## src/rtl/eeprom_serial_ctrl_if.sv

```systemverilog
// Cartridge-bus side of the EEPROM serial controller: single-bit halfword
// write/read strobes from the bus decoder and the read response back to it.
interface eeprom_serial_ctrl_if;
    logic bus_wr;
    logic bus_wdata;
    logic bus_rd;
    logic bus_rdata;
    logic bus_rvalid;

    modport master (
        output bus_wr,
        output bus_wdata,
        output bus_rd,
        input  bus_rdata,
        input  bus_rvalid
    );

    modport slave (
        input  bus_wr,
        input  bus_wdata,
        input  bus_rd,
        output bus_rdata,
        output bus_rvalid
    );
endinterface

```

## src/rtl/eeprom_serial_ctrl.sv

```systemverilog
// GBA cartridge EEPROM serial protocol engine. Commands, addresses and data
// arrive one bit per bus halfword write; the 64-bit block lives in the 1-bit
// port A of the save RAM. Reads answer two cycles after the strobe.
module eeprom_serial_ctrl #(
    parameter int WRITE_BUSY_CYCLES = 4096,
    parameter int CNT_W             = 13
) (
    input  logic                 clk,
    input  logic                 resetn,
    input  logic                 size_8k,
    eeprom_serial_ctrl_if.slave  bus,
    output logic [15:0]          ram_ad,
    output logic                 ram_din,
    output logic                 ram_ce,
    output logic                 ram_we,
    input  logic                 ram_dout,
    output logic                 dirty,
    input  logic                 dirty_clr
);

    typedef enum logic [3:0] {
        S_IDLE, S_CMD, S_ADDR, S_WDATA, S_RSTOP,
        S_WSTOP, S_RDUMMY, S_RDATA, S_COMMIT, S_WBUSY
    } state_t;

    state_t           state_q, state_d;
    logic             is_read_q, is_read_d;
    logic             size_q, size_d;
    // Shared counter: bits left in a field, dummy reads left, or bit index n.
    logic [6:0]       cnt_q, cnt_d;
    logic [9:0]       addr_q, addr_d;
    logic [63:0]      data_q, data_d;
    logic [CNT_W-1:0] busy_q, busy_d;

    logic [15:0]      ram_ad_d;
    logic             ram_din_d, ram_ce_d, ram_we_d;
    logic             dirty_d;

    logic             vld_p1, vld_p1_d;
    logic             rdata_p1, rdata_p1_d;
    logic             from_ram_p1, from_ram_p1_d;
    logic             vld_p2, rdata_p2, from_ram_p2;

    logic             wr_take, rd_take;
    logic [9:0]       blk;

    // A write strobe wins over a simultaneous read strobe.
    assign wr_take = bus.bus_wr;
    assign rd_take = bus.bus_rd & ~bus.bus_wr;

    // Only the low address bits the device size allows select the block.
    assign blk = size_q ? addr_q : {4'b0000, addr_q[5:0]};

    // Bit n of a block, sent MSB first, lands so each byte reads MSB-first on port B.
    function automatic logic [15:0] bit_addr(input logic [9:0] b, input logic [5:0] n);
        return {b, n[5:3], ~n[2:0]};
    endfunction

    // Next-state, counters, RAM port and read-response selection.
    always_comb begin
        state_d       = state_q;
        is_read_d     = is_read_q;
        size_d        = size_q;
        cnt_d         = cnt_q;
        addr_d        = addr_q;
        data_d        = data_q;
        busy_d        = busy_q;
        ram_ad_d      = ram_ad;
        ram_din_d     = ram_din;
        ram_ce_d      = 1'b0;
        ram_we_d      = 1'b0;
        dirty_d       = dirty_clr ? 1'b0 : dirty;
        vld_p1_d      = 1'b0;
        rdata_p1_d    = 1'b0;
        from_ram_p1_d = 1'b0;

        case (state_q)
            S_IDLE, S_RDUMMY, S_RDATA: begin
                if (wr_take) begin
                    // A write here starts (or aborts into) a new command.
                    if (bus.bus_wdata) begin
                        state_d = S_CMD;
                        size_d  = size_8k;
                    end else begin
                        state_d = S_IDLE;
                    end
                end else if (rd_take) begin
                    vld_p1_d = 1'b1;
                    if (state_q == S_IDLE) begin
                        rdata_p1_d = 1'b1;
                    end else if (state_q == S_RDUMMY) begin
                        if (cnt_q == 7'd1) begin
                            state_d = S_RDATA;
                            cnt_d   = 7'd0;
                        end else begin
                            cnt_d = cnt_q - 7'd1;
                        end
                    end else begin
                        ram_ce_d      = 1'b1;
                        ram_ad_d      = bit_addr(blk, cnt_q[5:0]);
                        from_ram_p1_d = 1'b1;
                        if (cnt_q == 7'd63) begin
                            state_d = S_IDLE;
                            cnt_d   = 7'd0;
                        end else begin
                            cnt_d = cnt_q + 7'd1;
                        end
                    end
                end
            end
            S_CMD, S_ADDR, S_WDATA, S_RSTOP, S_WSTOP: begin
                if (wr_take) begin
                    case (state_q)
                        S_CMD: begin
                            is_read_d = bus.bus_wdata;
                            cnt_d     = size_q ? 7'd14 : 7'd6;
                            state_d   = S_ADDR;
                        end
                        S_ADDR: begin
                            addr_d = {addr_q[8:0], bus.bus_wdata};
                            if (cnt_q == 7'd1) begin
                                if (is_read_q) begin
                                    state_d = S_RSTOP;
                                end else begin
                                    state_d = S_WDATA;
                                    cnt_d   = 7'd64;
                                end
                            end else begin
                                cnt_d = cnt_q - 7'd1;
                            end
                        end
                        S_WDATA: begin
                            data_d = {data_q[62:0], bus.bus_wdata};
                            if (cnt_q == 7'd1) begin
                                state_d = S_WSTOP;
                                cnt_d   = 7'd0;
                            end else begin
                                cnt_d = cnt_q - 7'd1;
                            end
                        end
                        S_RSTOP: begin
                            state_d = S_RDUMMY;
                            cnt_d   = 7'd4;
                        end
                        S_WSTOP: begin
                            state_d = S_COMMIT;
                            cnt_d   = 7'd0;
                        end
                        default: state_d = S_IDLE;
                    endcase
                end else if (rd_take) begin
                    vld_p1_d   = 1'b1;
                    rdata_p1_d = 1'b1;
                end
            end
            S_COMMIT: begin
                ram_ce_d  = 1'b1;
                ram_we_d  = 1'b1;
                ram_ad_d  = bit_addr(blk, cnt_q[5:0]);
                ram_din_d = data_q[~cnt_q[5:0]];
                if (cnt_q == 7'd63) begin
                    state_d = S_WBUSY;
                    cnt_d   = 7'd0;
                    dirty_d = 1'b1;
                    busy_d  = CNT_W'(WRITE_BUSY_CYCLES);
                end else begin
                    cnt_d = cnt_q + 7'd1;
                end
                if (rd_take) vld_p1_d = 1'b1;
            end
            S_WBUSY: begin
                if (busy_q == '0) state_d = S_IDLE;
                else              busy_d  = busy_q - CNT_W'(1);
                if (rd_take) vld_p1_d = 1'b1;
            end
            default: state_d = S_IDLE;
        endcase
    end

    // State register; an asynchronous reset abandons any command in flight.
    always_ff @(posedge clk or negedge resetn) begin
        if (!resetn) state_q <= S_IDLE;
        else         state_q <= state_d;
    end

    // Command datapath, RAM port A and the two-stage read response.
    always_ff @(posedge clk or negedge resetn) begin
        if (!resetn) begin
            is_read_q   <= 1'b0;
            size_q      <= 1'b0;
            cnt_q       <= '0;
            addr_q      <= '0;
            data_q      <= '0;
            busy_q      <= '0;
            ram_ad      <= '0;
            ram_din     <= 1'b0;
            ram_ce      <= 1'b0;
            ram_we      <= 1'b0;
            dirty       <= 1'b0;
            vld_p1      <= 1'b0;
            rdata_p1    <= 1'b0;
            from_ram_p1 <= 1'b0;
            vld_p2      <= 1'b0;
            rdata_p2    <= 1'b0;
            from_ram_p2 <= 1'b0;
        end else begin
            is_read_q   <= is_read_d;
            size_q      <= size_d;
            cnt_q       <= cnt_d;
            addr_q      <= addr_d;
            data_q      <= data_d;
            busy_q      <= busy_d;
            ram_ad      <= ram_ad_d;
            ram_din     <= ram_din_d;
            ram_ce      <= ram_ce_d;
            ram_we      <= ram_we_d;
            dirty       <= dirty_d;
            // stage 1: strobe accepted, RAM access issued
            vld_p1      <= vld_p1_d;
            rdata_p1    <= rdata_p1_d;
            from_ram_p1 <= from_ram_p1_d;
            // stage 2: response presented, RAM data now valid
            vld_p2      <= vld_p1;
            rdata_p2    <= rdata_p1;
            from_ram_p2 <= from_ram_p1;
        end
    end

    assign bus.bus_rvalid = vld_p2;
    assign bus.bus_rdata  = vld_p2 & (from_ram_p2 ? ram_dout : rdata_p2);

endmodule

```

## src/flat_wrapper.sv

```systemverilog
// flat-port wrapper written by rule: the top's interface ports become plain ports
module eeprom_serial_ctrl_flat 
#(
    parameter int WRITE_BUSY_CYCLES = 4096,
    parameter int CNT_W             = 13
)
  (clk, resetn, size_8k, ram_ad, ram_din, ram_ce, ram_we, ram_dout, dirty, dirty_clr, bus_bus_wr, bus_bus_wdata, bus_bus_rd, bus_bus_rdata, bus_bus_rvalid);
  eeprom_serial_ctrl_if bus_i ();
  input  logic clk;
  input  logic resetn;
  input  logic size_8k;
  output logic [15:0] ram_ad;
  output logic ram_din;
  output logic ram_ce;
  output logic ram_we;
  input  logic ram_dout;
  output logic dirty;
  input  logic dirty_clr;
  input wire logic [$bits(bus_i.bus_wr)-1:0] bus_bus_wr;
  input wire logic [$bits(bus_i.bus_wdata)-1:0] bus_bus_wdata;
  input wire logic [$bits(bus_i.bus_rd)-1:0] bus_bus_rd;
  output wire logic [$bits(bus_i.bus_rdata)-1:0] bus_bus_rdata;
  output wire logic [$bits(bus_i.bus_rvalid)-1:0] bus_bus_rvalid;
  assign bus_i.bus_wr = bus_bus_wr;
  assign bus_i.bus_wdata = bus_bus_wdata;
  assign bus_i.bus_rd = bus_bus_rd;
  assign bus_bus_rdata = bus_i.bus_rdata;
  assign bus_bus_rvalid = bus_i.bus_rvalid;
  eeprom_serial_ctrl #(.WRITE_BUSY_CYCLES(WRITE_BUSY_CYCLES), .CNT_W(CNT_W)) u_core (.clk(clk), .resetn(resetn), .size_8k(size_8k), .bus(bus_i), .ram_ad(ram_ad), .ram_din(ram_din), .ram_ce(ram_ce), .ram_we(ram_we), .ram_dout(ram_dout), .dirty(dirty), .dirty_clr(dirty_clr));
endmodule
```

## config.mk

```make
export PLATFORM = sky130hd
export DESIGN_NAME = eeprom_serial_ctrl_flat
export DESIGN_NICKNAME = d
export VERILOG_FILES = /design/src/rtl/eeprom_serial_ctrl_if.sv /design/src/rtl/eeprom_serial_ctrl.sv /design/src/flat_wrapper.sv
export SDC_FILE = /design/constraint.sdc
export NUM_CORES = 1
export LEC_CHECK = 0
export ABC_AREA = 1
export CAP_MARGIN = 40
export CORE_MARGIN = 10
export CORE_UTILIZATION = 23
export CTS_BUF_LIST = sky130_fd_sc_hd__clkbuf_4
export CTS_CLUSTER_DIAMETER = 40
export DETAILED_ROUTE_END_ITERATION = 7
export GPL_TIMING_DRIVEN = 0
export PLACE_DENSITY_LB_ADDON = 0.12
export SKIP_LAST_GASP = 1
export SYNTH_ARGS = -nofsm -noshare
export SYNTH_HDL_FRONTEND = slang
export SYNTH_SLANG_ARGS = --single-unit
```

## constraint.sdc

```tcl
create_clock -name clk -period 1.8 [get_ports clk]
set_input_delay 0.36 -clock clk [delete_from_list [all_inputs] [get_ports clk]]
set_output_delay 0.36 -clock clk [all_outputs]
set_load 0.01 [all_outputs]
```

==> reports/metrics.cfg, run 1 <==
[run_status]
status=finished, final reports clean

[timing]
min_period_over_period=0.999
final_max_slew_viol_count=0
fin_tns_setup_ps=0
rsz0062_at_grt=true
worst_pin_slew_ps=591
fin_skew_ps=25.1
fin_ws_ps=0.923
setup-violations-final=0
min_period_ps=1800
fmax_mhz=556
maxSlewHeadroom=0.606
hold_violations=0

[cts]
cts_max_level=4
cts_tree=built
path_clk_slew_ps=130
cts_buffer_depth=2
cts.sinks=126
cts_buffers=17
clock_latency_ps=540
root_buffer=clkbuf_4

[floorplan]
rows=60
pin_count=30
core_area_sq_um=26800
initial_core_util=0.233
die_area_sq_um=34100
die-width_um=185
die_h_um=185

[logic_synthesis]
synthCells=726
ys_seq_area_frac=0.505
ys_warn_count=0
ys_seq_elements=126
avgSynthCellArea_sq_um=8.59
syn_area_sq_um=6240
ys_types=33
syn_nets=739

[worst_setup_path]
critPathRequiredTime_ps=2240
worstSetupEndpointType=flip-flop
rr_worst_depth=10
critPathLaunchType=flip-flop
arrival_ps=2240
critical_path_class=reg2reg
worstPathMaxFanout=6

[grt]
grt_use_total=0.104
overflow=0
grt_pass1_wl_mm=27.8
grt_max_degree=72
grt_pass1_vias=5062
antenna_found_initial=1

[cells_and_area]
syn2layout_area_growth_pct=25.6
drive_gt1_frac=0.260
final_nets=814
final_util=0.292
num-fill-cells=2836

[routing]
drc=0
first_pass_iters=4
num_vias=4980
viasPerCell=4.31
routed_wl_mm=16.8
first_iter_violations=316
ant_nets=0
wl_per_cell_um=14.5

[power]
peakVddDrop_uv=485
pwr_density_cell_nw_per_um2=1490
leakagePower_nw=3.84

[placement]
place_hpwl_mm=11.4
place_ws_ps=-587
port_buffers=28
gp_congestion=0.785

[hold_path]
min_path_cells=3
hp-class=in2reg

[run]
max_cap_violations=0

[logic make-up after synthesis]
family                     synth area share
adders and majority gates            0.0100
and+or+nand+nor                       0.238
buffers and inverters                0.0702
muxes                                0.0921
AOI/OAI and AO/OA                    0.0642
DFF                                   0.505
xor gates and xnor gates             0.0197
[cell usage after synthesis]
| cell type | instances | area share |
|---|---|---|
| nand2_1 | 196 | 0.12 |
| dfrtp_1 | 126 | 0.51 |
| inv_1 | 69 | 0.042 |
| nand3_1 | 65 | 0.052 |
| nor2_1 | 61 | 0.037 |
| mux2_2 | 49 | 0.088 |
| o21ai_0 | 48 | 0.039 |
| a21oi_1 | 14 | 0.011 |
| xor2_1 | 13 | 0.018 |
| nand4_1 | 12 | 0.012 |
| buf_2 | 9 | 0.0072 |
| clkbuf_1 | 8 | 0.0048 |
| buf_4 | 5 | 0.0060 |
| ha_1 | 5 | 0.010 |
| inv_2 | 5 | 0.0030 |
| nor2_2 | 5 | 0.0050 |
| nand2_2 | 4 | 0.0040 |
| o31ai_1 | 4 | 0.0048 |
| buf_6 | 3 | 0.0054 |
| nor3_1 | 3 | 0.0024 |
| nor4_1 | 3 | 0.0030 |
| o211ai_1 | 3 | 0.0036 |
| a31oi_1 | 2 | 0.0020 |
| buf_1 | 2 | 0.0012 |
| mux2_1 | 2 | 0.0036 |
| nor3_2 | 2 | 0.0032 |
| o21ai_1 | 2 | 0.0016 |
| inv_4 | 1 | 0.0010 |
| o2111ai_1 | 1 | 0.0014 |
| o22ai_1 | 1 | 0.0010 |
| or2_1 | 1 | 0.0010 |
| or2_2 | 1 | 0.0010 |
| xnor2_1 | 1 | 0.0014 |
[cell usage in the layout, fill, tap and decap left out, types with 21 or more instances in the layout]
cell type | Yosys | layout
dfrtp_1 | 126 | 117
mux2_2 | 49 | 49
nand2_1 | 196 | 182
clkbuf_4 | 0 | 21
inv_1 | 69 | 62
o21ai_0 | 48 | 41
nand3_1 | 65 | 57
dlygate4sd2_1 | 0 | 21
buf_4 | 5 | 27
nor2_1 | 61 | 49
[layout make-up]
class,instances,area [sq um],share of cell area
multi-input combinational,498,2920,0.372
clock buffer,17,128,0.0163
buffer,27,240,0.0307
clock inverter,15,151,0.0193
antenna,1,2.50,0.000319
timing repair buffer,56,503,0.0642
tap,341,427,0.0544
inverter,75,305,0.0390
sequential,126,3160,0.404
[final timing paths]
kind	start	end	slack [ps]
max in group asynchronous	resetn	u_core.cnt_q[5]	700
hold reg to reg	u_core.vld_p1	u_core.bus.bus_rvalid	350
hold / removal	bus_bus_wr	u_core.is_read_q	170
setup reg to reg	u_core.cnt_q[1]	u_core.cnt_q[1]	0.9
setup / recovery	u_core.cnt_q[1]	u_core.cnt_q[1]	0.9
min in group asynchronous	resetn	u_core.data_q[61]	340
[routing by layer]
metal  up-vias  global-route usage  part of all wire
met5         -                   0                 0
met4         0              0.0348             0.012
met3        13              0.0256             0.028
met2        43               0.166              0.47
met1      2402               0.133              0.49
li1       2522                   -                 -
[registers in the layout, summed over array words and instances, names as in the netlist]
| signal | count |
|---|---|
| u_core.rdata_p1 | 1 |
| u_core.data_q | 64 |
| u_core.vld_p1 | 1 |
| u_core.ram_ce | 1 |
| u_core.from_ram_p1 | 1 |
| u_core.state_q | 4 |
| u_core.dirty | 1 |
| u_core.from_ram_p2 | 1 |
| u_core.rdata_p2 | 1 |
| u_core.is_read_q | 1 |
| u_core.ram_we | 1 |
| u_core.ram_ad | 16 |
| u_core.cnt_q | 7 |
| u_core.ram_din | 1 |
| u_core.addr_q | 10 |
| u_core.size_q | 1 |
| u_core.bus.bus_rvalid | 1 |
| u_core.busy_q | 13 |
[stage by stage]
stage	hold WS, ps	cell area (sq um)	total power [mW]	std cells
floorplan	64.4	6240	7.15	726
global placement	336	6950	8.93	1095
detailed placement	337	6980	8.88	1096
CTS	104	7440	11.2	1137
global route	140	7840	12.7	1156
finish	172	7840	11.7	1156
[critical path, cell delays in order (launching register included)]
cell and delay [ps]:
dfrtp_1 420, buf_6 160, clkinvlp_4 160, buf_6 160, ha_4 270, inv_4 40, xor2_1 140, nand2_1 90
o2111ai_2 110, nand2_1 90, o21ai_1 60
[repair_timing]
item / in CTS / in global routing
hold buffers: 1 / 0
pin swaps: 7 / 26
hold endpoints to repair: 55 / 0
cloned: 0 / 1
setup buffers: 8 / 17
setup endpoints to repair: 126 / 85
gates resized for setup: 69 / 87
[power by group]
part / internal [mW] / switching [mW] / leakage [nW]
clock: 0.728 / 1.27 / 0.143
sequential: 3.52 / 0.499 / 1.66
combinational: 2.27 / 3.40 / 2.04
total: 6.52 / 5.17 / 3.84
No activity file was read; power rests on OpenSTA's default activity.
==> inputs of run 2 (changes only) <==
--- a/config.mk
+++ b/config.mk
@@ -5,7 +5,6 @@
 export SDC_FILE = /design/constraint.sdc
 export NUM_CORES = 1
 export LEC_CHECK = 0
-export ABC_AREA = 1
 export CAP_MARGIN = 40
 export CORE_MARGIN = 10
 export CORE_UTILIZATION = 23
==> reports/metrics.cfg, run 2 <==
[run_status]
status=complete, but fails checks
violations=setup timing

[power]
switching_power_mw=4.14  ; -20%
combinationalPowerShare=0.492  ; +0.007
p_sw_frac=0.371  ; -0.0716
pwr_density_cell_nw_per_um2=1330  ; -11%
internal_power_mw=7.03  ; +7.8%
power.clock.fraction=0.187  ; +0.016
seqPwrFrac=0.321  ; -0.023
peakVddDrop_uv=450  ; -7.2%
leakagePower_nw=3.74  ; -2.6%

[placement]
gp_congestion=0.768  ; -2.2%
post-place-cells=871  ; -21%
port_buffers=28  ; unchanged
place_hpwl_mm=10.3  ; -9.0%

[logic_synthesis]
ys_seq_elements=126  ; unchanged
synthTopCellsByArea=dfrtp_1, mux2_2, mux4_2
ys_seq_area_frac=0.513  ; +0.00761
ys_warn_count=0  ; unchanged
post-synth-top-area-fraction=0.513  ; +0.00761
ys_types=63  ; +91%
synth_edf_count=0  ; unchanged
ys.flop_type=dfrtp_1
synth_most_common_cell=dfrtp_1
syn_area_sq_um=6150  ; -1.5%
yosysTopAreaCell=dfrtp_1
syn_nets=520  ; -30%
ys_async_sr_fraction=1.00  ; unchanged
yosys-top-cells-count=dfrtp_1, mux2_2, clkbuf_1
avgSynthCellArea_sq_um=12.1  ; +41%
synthCells=507  ; -30%

[worst_setup_path]
critPathRequiredTime_ps=2230  ; about the same
critical_path_class=reg2reg
critPathLaunchType=flip-flop
worstSetupEndpointType=flip-flop
arrival_ps=2800  ; +560 ps
worstPathMaxFanout=3  ; -3

[routing]
viasPerCell=4.69  ; +8.9%
wl_per_cell_um=17.2  ; +19%
ant_nets=0  ; unchanged
drc=0  ; unchanged
routed_wl_mm=16.6  ; -1.2%
num_vias=4509  ; -9.5%
first_iter_violations=268  ; -15%
first_pass_iters=4  ; unchanged

[timing]
fin_skew_ps=23.5  ; -1.59 ps
min_period_over_period=1.32  ; +0.317
fin_tns_setup_ps=-8430  ; -8430 ps
fin_ws_ps=-569  ; -570 ps
final_max_slew_viol_count=0  ; unchanged
maxSlewHeadroom=0.554  ; -0.0528
worst_pin_slew_ps=667  ; +76.7 ps
setup-violations-final=25  ; +25
hold_violations=0  ; unchanged
fmax_mhz=422  ; -24%
fin_hold_ws_ps=295  ; +123 ps
rsz0062_at_grt=true
min_period_ps=2370  ; +570 ps

[cells_and_area]
reg.largest.list=u_core.data_q x64, u_core.ram_ad x16, u_core.busy_q x13
syn2layout_area_growth_pct=36.7
final_common_cell=dfrtp_1
final_nets=625  ; -23%
drive_gt1_frac=0.454  ; +0.194
num-fill-cells=2617  ; -7.7%
stdcell_count=961  ; -17%
regMostFlops=u_core.data_q
largest_register_ffs=64  ; unchanged
mostFrequentLayoutCells=dfrtp_1, mux2_2, buf_4

[cts]
clock_latency_ps=540  ; about the same
cts.sinks=126  ; unchanged
cts_max_level=4  ; unchanged
root_buffer=clkbuf_4
cts_buffers=17  ; unchanged
cts_tree=built
cts_buffer_depth=2  ; unchanged
path_clk_slew_ps=120  ; about the same

[grt]
antenna_found_initial=1  ; unchanged
grt_pass1_vias=4648  ; -8.2%
grt_pass1_wl_mm=27.0  ; -3.0%
overflow=0  ; unchanged
grt_use_total=0.101  ; -0.00223
grt_max_degree=88  ; +22%

[run]
max_cap_violations=0  ; unchanged

[floorplan]
pin_count=30  ; unchanged
initial_core_util=0.235  ; +0.00175
rows=59  ; -1.7%
die_h_um=183  ; -0.67%
die_area_sq_um=33700  ; -1.3%
core_area_sq_um=26200  ; -2.2%
die-width_um=183  ; -0.67%

[hold_path]
hp-class=in2async

## run 2: cell count changes in the layout (fill, tap and decap cells not counted), sizes merged, moves of 10 or more
cell / change
buf: +27
mux2: +43
nand3: -55
nor2b: +11
nand2: -178
nor2: -43
xor2: -11
o21ai: -23
nand4: -10
inv: -71
clkbuf: +13
mux4: +11
## run 2: cell families after synthesis
family	Yosys count	share of synthesized area
flops	126	0.513
simple gates	120	0.110
mux	111	0.222
compound gates	94	0.108
buf+inv	47	0.0305
fa+ha+maj	5	0.0102
xor+xnor	4	0.00570
## run 2: cell type report
class	count	area, sq um	area share
clock inverters	13	148	0.0176
flip-flops and latches	126	3160	0.376
multi-input cells	336	3180	0.378
well taps	335	419	0.0499
inverters	10	55.1	0.00655
plain buffers	30	404	0.0481
diodes	1	2.50	0.000298
clock buffers	19	143	0.0170
repair buffers	91	898	0.107
## run 2: layer usage
layer	GRT usage	routed length, um	vias up
met5	0	0	-
li1	-	-	2108
met1	0.135	7930	2313
met4	0.0266	189	0
met3	0.0263	549	11
met2	0.160	7890	77
## run 2: worst max-delay path, stage by stage (launching register included)
cell and delay [ps]:
dfrtp_1 400, or4_4 540, or4b_4 530, o21a_4 230
a211oi_4 260, mux2_4 330
## run 2: worst paths after layout
path	cells after the start	start	endpoint	slack [ps]
worst max register to register	5	u_core.busy_q[6]	u_core.state_q[0]	-570
max in group asynchronous	3	resetn	u_core.addr_q[2]	710
min in group clk	0	u_core.from_ram_p1	u_core.from_ram_p2	360
worst min-delay path	2	resetn	u_core.data_q[16]	300
worst max-delay path	5	u_core.busy_q[6]	u_core.state_q[0]	-570
worst min register to register	0	u_core.from_ram_p1	u_core.from_ram_p2	360
## run 2: power by group through the flow
stage	sequential [mW]	clock (mW)	combinational (mW)
floorplan	3.62	0	2.68
global placement	3.65	0	3.98
detailed placement	3.65	0	3.98
CTS	3.58	2.19	5.13
global route	3.67	2.33	5.96
finish	3.59	2.09	5.49
## run 2: what timing repair did
| item | 4_1_cts | 5_1_grt |
|---|---|---|
| setup endpoints to repair | 140 | 118 |
| cloned | 9 | 2 |
| gates resized for setup | 110 | 57 |
| buffers inserted | 35 | 17 |
| pin swaps | 23 | 23 |
| hold buffers | 1 | 0 |
| endpoints found under the hold margin | 39 | 0 |
## run 2: stage by stage
step / utilization / setup WS (ps) / total power, mW / instance area (sq um)
global route: 0.321 / -666 / 12.0 / 8400
detailed placement: 0.269 / -784 / 7.63 / 7050
CTS: 0.310 / -640 / 10.9 / 8120
floorplan: - / -655 / 6.30 / 6320
global placement: 0.268 / -4830 / 7.63 / 7020
finish: 0.321 / -569 / 11.2 / 8400
